--- config.mk ---
export PLATFORM = sky130hd
export DESIGN_NAME = clock_set_controller
export DESIGN_NICKNAME = d
export VERILOG_FILES = /design/src/rtl/clock_set_controller.sv
export SDC_FILE = /design/constraint.sdc
export NUM_CORES = 1
export LEC_CHECK = 0
export ABC_AREA = 1
export ABC_CLOCK_PERIOD_IN_PS = 2500
export BUFFER_PORTS_ARGS = -buffer_cell sky130_fd_sc_hd__buf_2
export CAP_MARGIN = 20
export CELL_PAD_IN_SITES_DETAIL_PLACEMENT = 1
export CELL_PAD_IN_SITES_GLOBAL_PLACEMENT = 1
export CORE_ASPECT_RATIO = 1.2
export CORE_UTILIZATION = 43
export CTS_BUF_LIST = sky130_fd_sc_hd__clkbuf_8
export DETAILED_ROUTE_END_ITERATION = 16
export PLACE_DENSITY_LB_ADDON = 0.1
export RECOVER_POWER = 50
export SLEW_MARGIN = 20
export SYNTH_ARGS = -nofsm -noshare
export SYNTH_HDL_FRONTEND = slang
export SYNTH_SLANG_ARGS = --single-unit
--- constraint.sdc ---
create_clock -name clk -period 2.5 [get_ports clk]
set_input_delay 0.5 -clock clk [delete_from_list [all_inputs] [get_ports clk]]
set_output_delay 0.5 -clock clk [all_outputs]
set_load 0.01 [all_outputs]
--- src/rtl/clock_set_controller.sv ---
// clock_set_controller: one-second prescaler and time-set sequencer for the
// 24-hour BCD clock chain.
//   clk, reset (async, active-low)    clock and reset
//   mode_btn, inc_btn                 debounced, synchronized button levels
//   cur_{ms,ls}_{hr,min}              live BCD time from the counter chain
//   tick_en                           one-cycle seconds enable to the chain
//   load                              one-cycle parallel-load strobe to the chain
//   ld_{ms,ls}_{hr,min}               edit registers, driven continuously
//   set_mode                          00 RUN, 01 SET_HR, 10 SET_MIN, 11 COMMIT
//   blink                             display blink for the field being edited
module clock_set_controller #(
   parameter int unsigned TICK_DIV = 50_000_000
) (
   input  logic       clk,
   input  logic       reset,
   input  logic       mode_btn,
   input  logic       inc_btn,
   input  logic [3:0] cur_ms_hr,
   input  logic [3:0] cur_ls_hr,
   input  logic [3:0] cur_ms_min,
   input  logic [3:0] cur_ls_min,
   output logic       tick_en,
   output logic       load,
   output logic [3:0] ld_ms_hr,
   output logic [3:0] ld_ls_hr,
   output logic [3:0] ld_ms_min,
   output logic [3:0] ld_ls_min,
   output logic [1:0] set_mode,
   output logic       blink
);

   localparam int unsigned CNT_W = $clog2(TICK_DIV);
   localparam logic [CNT_W-1:0] CNT_MAX  = CNT_W'(TICK_DIV - 1);
   localparam logic [CNT_W-1:0] CNT_HALF = CNT_W'(TICK_DIV / 2);

   typedef enum logic [1:0] {
      ST_RUN     = 2'b00,
      ST_SET_HR  = 2'b01,
      ST_SET_MIN = 2'b10,
      ST_COMMIT  = 2'b11
   } state_t;

   state_t           state, state_n;
   logic [CNT_W-1:0] cnt, cnt_n;
   logic             mode_q, inc_q;
   logic             mode_edge, inc_edge;
   logic [3:0]       ms_hr_n, ls_hr_n, ms_min_n, ls_min_n;
   logic             tick_n, load_n, blink_n;

   // Hour +1 in BCD; 23 and any illegal hour/digit roll to 00.
   function automatic logic [7:0] hr_inc(input logic [3:0] ms, input logic [3:0] ls);
      if ((ms > 4'd2) || (ls > 4'd9) || ((ms == 4'd2) && (ls >= 4'd3)))
         return 8'h00;
      else if (ls == 4'd9)
         return {ms + 4'd1, 4'd0};
      else
         return {ms, ls + 4'd1};
   endfunction

   // Minute +1 in BCD; 59 and any illegal minute/digit roll to 00.
   function automatic logic [7:0] min_inc(input logic [3:0] ms, input logic [3:0] ls);
      if ((ms > 4'd5) || (ls > 4'd9) || ((ms == 4'd5) && (ls == 4'd9)))
         return 8'h00;
      else if (ls == 4'd9)
         return {ms + 4'd1, 4'd0};
      else
         return {ms, ls + 4'd1};
   endfunction

   assign set_mode = state;

   // Next-state, edit-register and registered-output decode.
   always_comb begin
      mode_edge = mode_btn & ~mode_q;
      inc_edge  = inc_btn & ~inc_q;
      state_n   = state;
      ms_hr_n   = ld_ms_hr;
      ls_hr_n   = ld_ls_hr;
      ms_min_n  = ld_ms_min;
      ls_min_n  = ld_ls_min;

      case (state)
         ST_RUN: begin
            if (mode_edge) begin
               state_n  = ST_SET_HR;
               ms_hr_n  = cur_ms_hr;
               ls_hr_n  = cur_ls_hr;
               ms_min_n = cur_ms_min;
               ls_min_n = cur_ls_min;
            end
         end
         ST_SET_HR: begin
            // mode has priority; a coincident inc edge is dropped
            if (mode_edge)
               state_n = ST_SET_MIN;
            else if (inc_edge)
               {ms_hr_n, ls_hr_n} = hr_inc(ld_ms_hr, ld_ls_hr);
         end
         ST_SET_MIN: begin
            if (mode_edge)
               state_n = ST_COMMIT;
            else if (inc_edge)
               {ms_min_n, ls_min_n} = min_inc(ld_ms_min, ld_ls_min);
         end
         ST_COMMIT: state_n = ST_RUN;
         default:   state_n = ST_RUN;
      endcase

      // Prescaler is held at 0 through COMMIT so RUN restarts a full second.
      if ((state == ST_COMMIT) || (state_n == ST_COMMIT))
         cnt_n = '0;
      else if (cnt == CNT_MAX)
         cnt_n = '0;
      else
         cnt_n = cnt + CNT_W'(1);

      tick_n  = (state_n == ST_RUN) && (cnt_n == CNT_MAX);
      load_n  = (state_n == ST_COMMIT);
      blink_n = ((state_n == ST_SET_HR) || (state_n == ST_SET_MIN)) && (cnt_n < CNT_HALF);
   end

   // State, prescaler, button history, edit registers and output flops.
   always_ff @(posedge clk or negedge reset) begin
      if (!reset) begin
         state     <= ST_RUN;
         cnt       <= '0;
         mode_q    <= 1'b0;
         inc_q     <= 1'b0;
         ld_ms_hr  <= 4'd0;
         ld_ls_hr  <= 4'd0;
         ld_ms_min <= 4'd0;
         ld_ls_min <= 4'd0;
         tick_en   <= 1'b0;
         load      <= 1'b0;
         blink     <= 1'b0;
      end else begin
         state     <= state_n;
         cnt       <= cnt_n;
         mode_q    <= mode_btn;
         inc_q     <= inc_btn;
         ld_ms_hr  <= ms_hr_n;
         ld_ls_hr  <= ls_hr_n;
         ld_ms_min <= ms_min_n;
         ld_ls_min <= ls_min_n;
         tick_en   <= tick_n;
         load      <= load_n;
         blink     <= blink_n;
      end
   end

endmodule

==> results.sh <==
export IMPL_antenna_violations_before_repair=0
export IMPL_avgViaCountPerCell=5.12
export IMPL_critical_path_class="reg -> reg"
export IMPL_routed_metal_1_wire_length_um=4010
export IMPL_layout_area_overhead_vs_synth_pct=13.7
export IMPL_finalHoldViolations=0
export IMPL_die_width_um=81.3
export IMPL_hold_path_startpoint="mode_btn"
export IMPL_crit_reg2reg_launch="set_mode[1]"
export IMPL_crit_cells=15
export IMPL_power_switching_fraction=0.457
export IMPL_drive_gt1_frac=0.171
export IMPL_setup_worst_path_start_class="flop"
export IMPL_ys_warn_count=0
export IMPL_netlist_cell_type_count=36
export IMPL_insertion_delay_ps=310
export IMPL_grt_max_degree=26
export IMPL_tightestPinTransition_ps=1360
export IMPL_total_switching_power_w=0.00148
export IMPL_synth_cells=466
export IMPL_clockBufferDepth=2
export IMPL_crit_path_cell_trace="nor2_4 > inv_2 > nor2_1 > nor2_1 > inv_1 > ha_2 > a21oi_4 > buf_4 > nand3_1 > o21ai_0 > nor2_1 > nand3_1 > nor2_2 > nand2_1 > nor2_1"
export IMPL_cellInternalPower_w=0.00176
export IMPL_number_of_global_route_vias_before_repair=3293
export IMPL_crit_path_start="set_mode[1]"
export IMPL_synth_seq_cells=49
export IMPL_max_freq_ghz=0.446
export IMPL_timing_rr_end="tick_en"
export IMPL_floorplan_io_pins=41
export IMPL_maxCapViolations=0
export IMPL_firstDrtPassIters=4
export IMPL_fin_worst_skew_ps=9.67
export IMPL_critical_path_arrival_ps=2490
export IMPL_h_tree_depth=2
export IMPL_summed_instance_area_of_the_synthesized_netlist_um2=3240
export IMPL_cts_sinks=49
export IMPL_met3_wirelength_um=218
export IMPL_detail_route_wl_per_cell_um=15.2
export IMPL_clock_input_transition_at_the_sequential_cells_of_the_worst_setup_and_hold_paths_ps=100
export IMPL_crit_required_ps=2750
export IMPL_grt_first_pass_wirelength_um=15500
export IMPL_tritoncts="yes"
export IMPL_critPathTopFamily="simple AND/OR/NAND/NOR gates"
export IMPL_worst_hold_path_type="in -> reg"
export IMPL_placeable_area_um2=7270
export IMPL_wl_met2_um=4910
export IMPL_reg2reg_depth=15
export IMPL_ir_drop_mv=0.504
export IMPL_timing_max_transition_violations_final=0
export IMPL_clockPowerShare=0.146
export IMPL_postSynth_topFlopCell="dfrtp_1"
export IMPL_io_buffers=40
export IMPL_top_layer="met4"
export IMPL_pwr_density_cell_nw_per_um2=880
export IMPL_crit_fanout=7
export IMPL_p_comb_frac=0.484
export IMPL_sequential_cell_fraction_of_total_power=0.370
export IMPL_rsz_0062_raised_after_global_routing="false"
export IMPL_detailroute_via_count=3131
export IMPL_max_stage_delay_ps=460
export IMPL_worst_path_max_delay_cell="dfrtp_2"
export IMPL_cts_root_buffer="clkbuf_8"
export IMPL_total_power_w=0.00325
export IMPL_hold_buffers=0
export IMPL_max_slew_margin_rel=0.0954
export IMPL_row_count=34
export IMPL_crit_path_end_kind="flop"
export IMPL_path_common_cell="nor2_1"
export IMPL_layout_nets=548
export IMPL_detailedRoute_firstIterationViolations=95
export IMPL_setup_ws_ps=258
export IMPL_insertedDiodeCount=0
export IMPL_synth_yosys_seq_area_share=0.378
export IMPL_globalRouteTotalUtil=0.254
export IMPL_finalCriticalPeriod_ps=2240
export IMPL_asyncSetResetFlopFracSynth=1.00
export IMPL_global_route_overflow_total=0
export IMPL_dp_final_hpwl_um=7670
export IMPL_synth_net_count=494
export IMPL_run_status="completed"
export IMPL_setup_worst_path_end="tick_en"
export IMPL_effective_utilization_at_floorplan=0.446
export IMPL_path_buf_inv=3
export IMPL_number_of_enable_flip_flop_cells_after_synthesis=0
export IMPL_r2r_setup_slack_ps=260
export IMPL_place_ws_ps=-9.73
export IMPL_leakage_nw=1.86
export IMPL_synthesis_area_per_instance_um2=6.96
export IMPL_cts_inserted_buffers=5
export IMPL_finalCritPeriodShare=0.897
export IMPL_finalSetupViolations=0
export IMPL_ant_nets=0
export IMPL_routed_wirelength_um=9280
export IMPL_gp_routability_congestion=0.864
export IMPL_finalSetupTns_ps=0
export IMPL_die_y_um=97.2
export IMPL_die_area_um2=7900
export IMPL_detail_route_drc_violations=0
export IMPL_fillers=997
## layer usage
| layer | vias up | global-route usage |
|---|---|---|
| met2 | 50 | 0.466 |
| met3 | 13 | 0.0272 |
| met4 | 0 | 0.0618 |
| met1 | 1508 | 0.305 |
| li1 | 1560 | - |
| met5 | - | 0 |
## cell usage after synthesis (2+ instances only)
| master | instances | area share |
|---|---|---|
| a21oi_2 | 3 | 0.0081 |
| nor3_1 | 3 | 0.0046 |
| o21ai_0 | 15 | 0.023 |
| o21bai_1 | 2 | 0.0046 |
| dfrtp_1 | 49 | 0.38 |
| nor2_4 | 6 | 0.021 |
| nand4_1 | 10 | 0.019 |
| a22oi_1 | 5 | 0.012 |
| a31oi_1 | 2 | 0.0039 |
| nand2_1 | 120 | 0.14 |
| nor2_2 | 8 | 0.015 |
| inv_2 | 5 | 0.0058 |
| inv_4 | 2 | 0.0039 |
| xor2_1 | 4 | 0.011 |
| nand3_1 | 36 | 0.056 |
| a21oi_1 | 12 | 0.019 |
| nand2_2 | 5 | 0.0096 |
| ha_1 | 8 | 0.031 |
| o21ai_1 | 4 | 0.0062 |
| inv_1 | 75 | 0.087 |
| xnor2_1 | 2 | 0.0054 |
| nor2_1 | 75 | 0.087 |
| nand2_4 | 2 | 0.0069 |
## power groups by stage
stage | registers (W) | clock network, W | logic [W]
4_1_cts | 0.00120 | 0.000491 | 0.00158
3_3_place_gp | 0.00121 | 0 | 0.00152
5_1_grt | 0.00123 | 0.000511 | 0.00178
3_5_place_dp | 0.00122 | 0 | 0.00157
6_report | 0.00120 | 0.000475 | 0.00157
2_1_floorplan | 0.00125 | 0 | 0.00101
## worst min-delay path by stage
stage | depth (start not counted) | end | slack, ps
after floorplan | 0 | blink | 200
after global placement | 2 | ld_ms_min[3] | 510
after detailed placement | 2 | ld_ms_min[3] | 540
after CTS | 1 | cnt[1] | 210
after global routing | 1 | mode_q | 300
final | 1 | mode_q | 310
## cell usage in the layout (no fill, tap or decap), types with 2 or more instances in the layout
cell type and count:
ha_1 7, nand4_1 10, nor3_1 3, a22oi_1 5
o21ai_0 14, inv_2 5, nand2_2 5, inv_1 76
clkinvlp_4 2, buf_2 32, o21ai_1 5, buf_4 7
inv_4 2, nand2_1 120, clkbuf_8 5, nor2_1 73
xor2_1 4, a21oi_1 12, a31oi_1 2, nor2_4 6
nor2_2 10, dfrtp_1 48, nand3_1 36, nand2_4 2
o21bai_1 2, clkbuf_1 8, xnor2_1 2, a21oi_2 3
## area by class of cell
cell class / instances / area, um2 / area share
Inverter: 82 / 313 / 0.0848
Clock buffer: 5 / 68.8 / 0.0187
Tap cell: 90 / 113 / 0.0305
Sequential cell: 49 / 1230 / 0.333
Multi-Input combinational cell: 334 / 1700 / 0.461
Clock inverter: 3 / 18.8 / 0.00509
Timing Repair Buffer: 48 / 248 / 0.0671
## logic make-up (layout without fill, tap and decap cells)
group                      Yosys count  after routing  share of synthesized area
and+or+nand+nor                    271            271                      0.374
buffers and inverters               83            138                     0.0999
DFF                                 49             49                      0.378
AOI/OAI and AO/OA                   48             48                     0.0964
adders and majority gates            8              8                     0.0309
xor gates and xnor gates             7              7                     0.0212
## repair_timing
item / 4_1_cts / 5_1_grt
hold endpoints to repair: 0 / 0
gates resized for setup: 0 / 5
endpoints found under the setup margin: 0 / 2
buffers inserted: 0 / 2
## state kept, by name (all words and copies together), names as in the netlist
signal     count
load           1
mode_q         1
ld_ls_hr       4
ld_ls_min      4
inc_q          1
tick_en        1
set_mode       2
ld_ms_hr       4
ld_ms_min      4
blink          1
cnt           26
## metrics by stage
step	instances	hold WS (ps)	utilization	area (um2)
floorplan	466	204	-	3240
global placement	601	514	0.495	3600
detailed placement	601	535	0.495	3600
CTS	609	213	0.507	3690
global route	611	305	0.507	3690
finish	611	309	0.507	3690
Power figures use the tool's default switching activity.
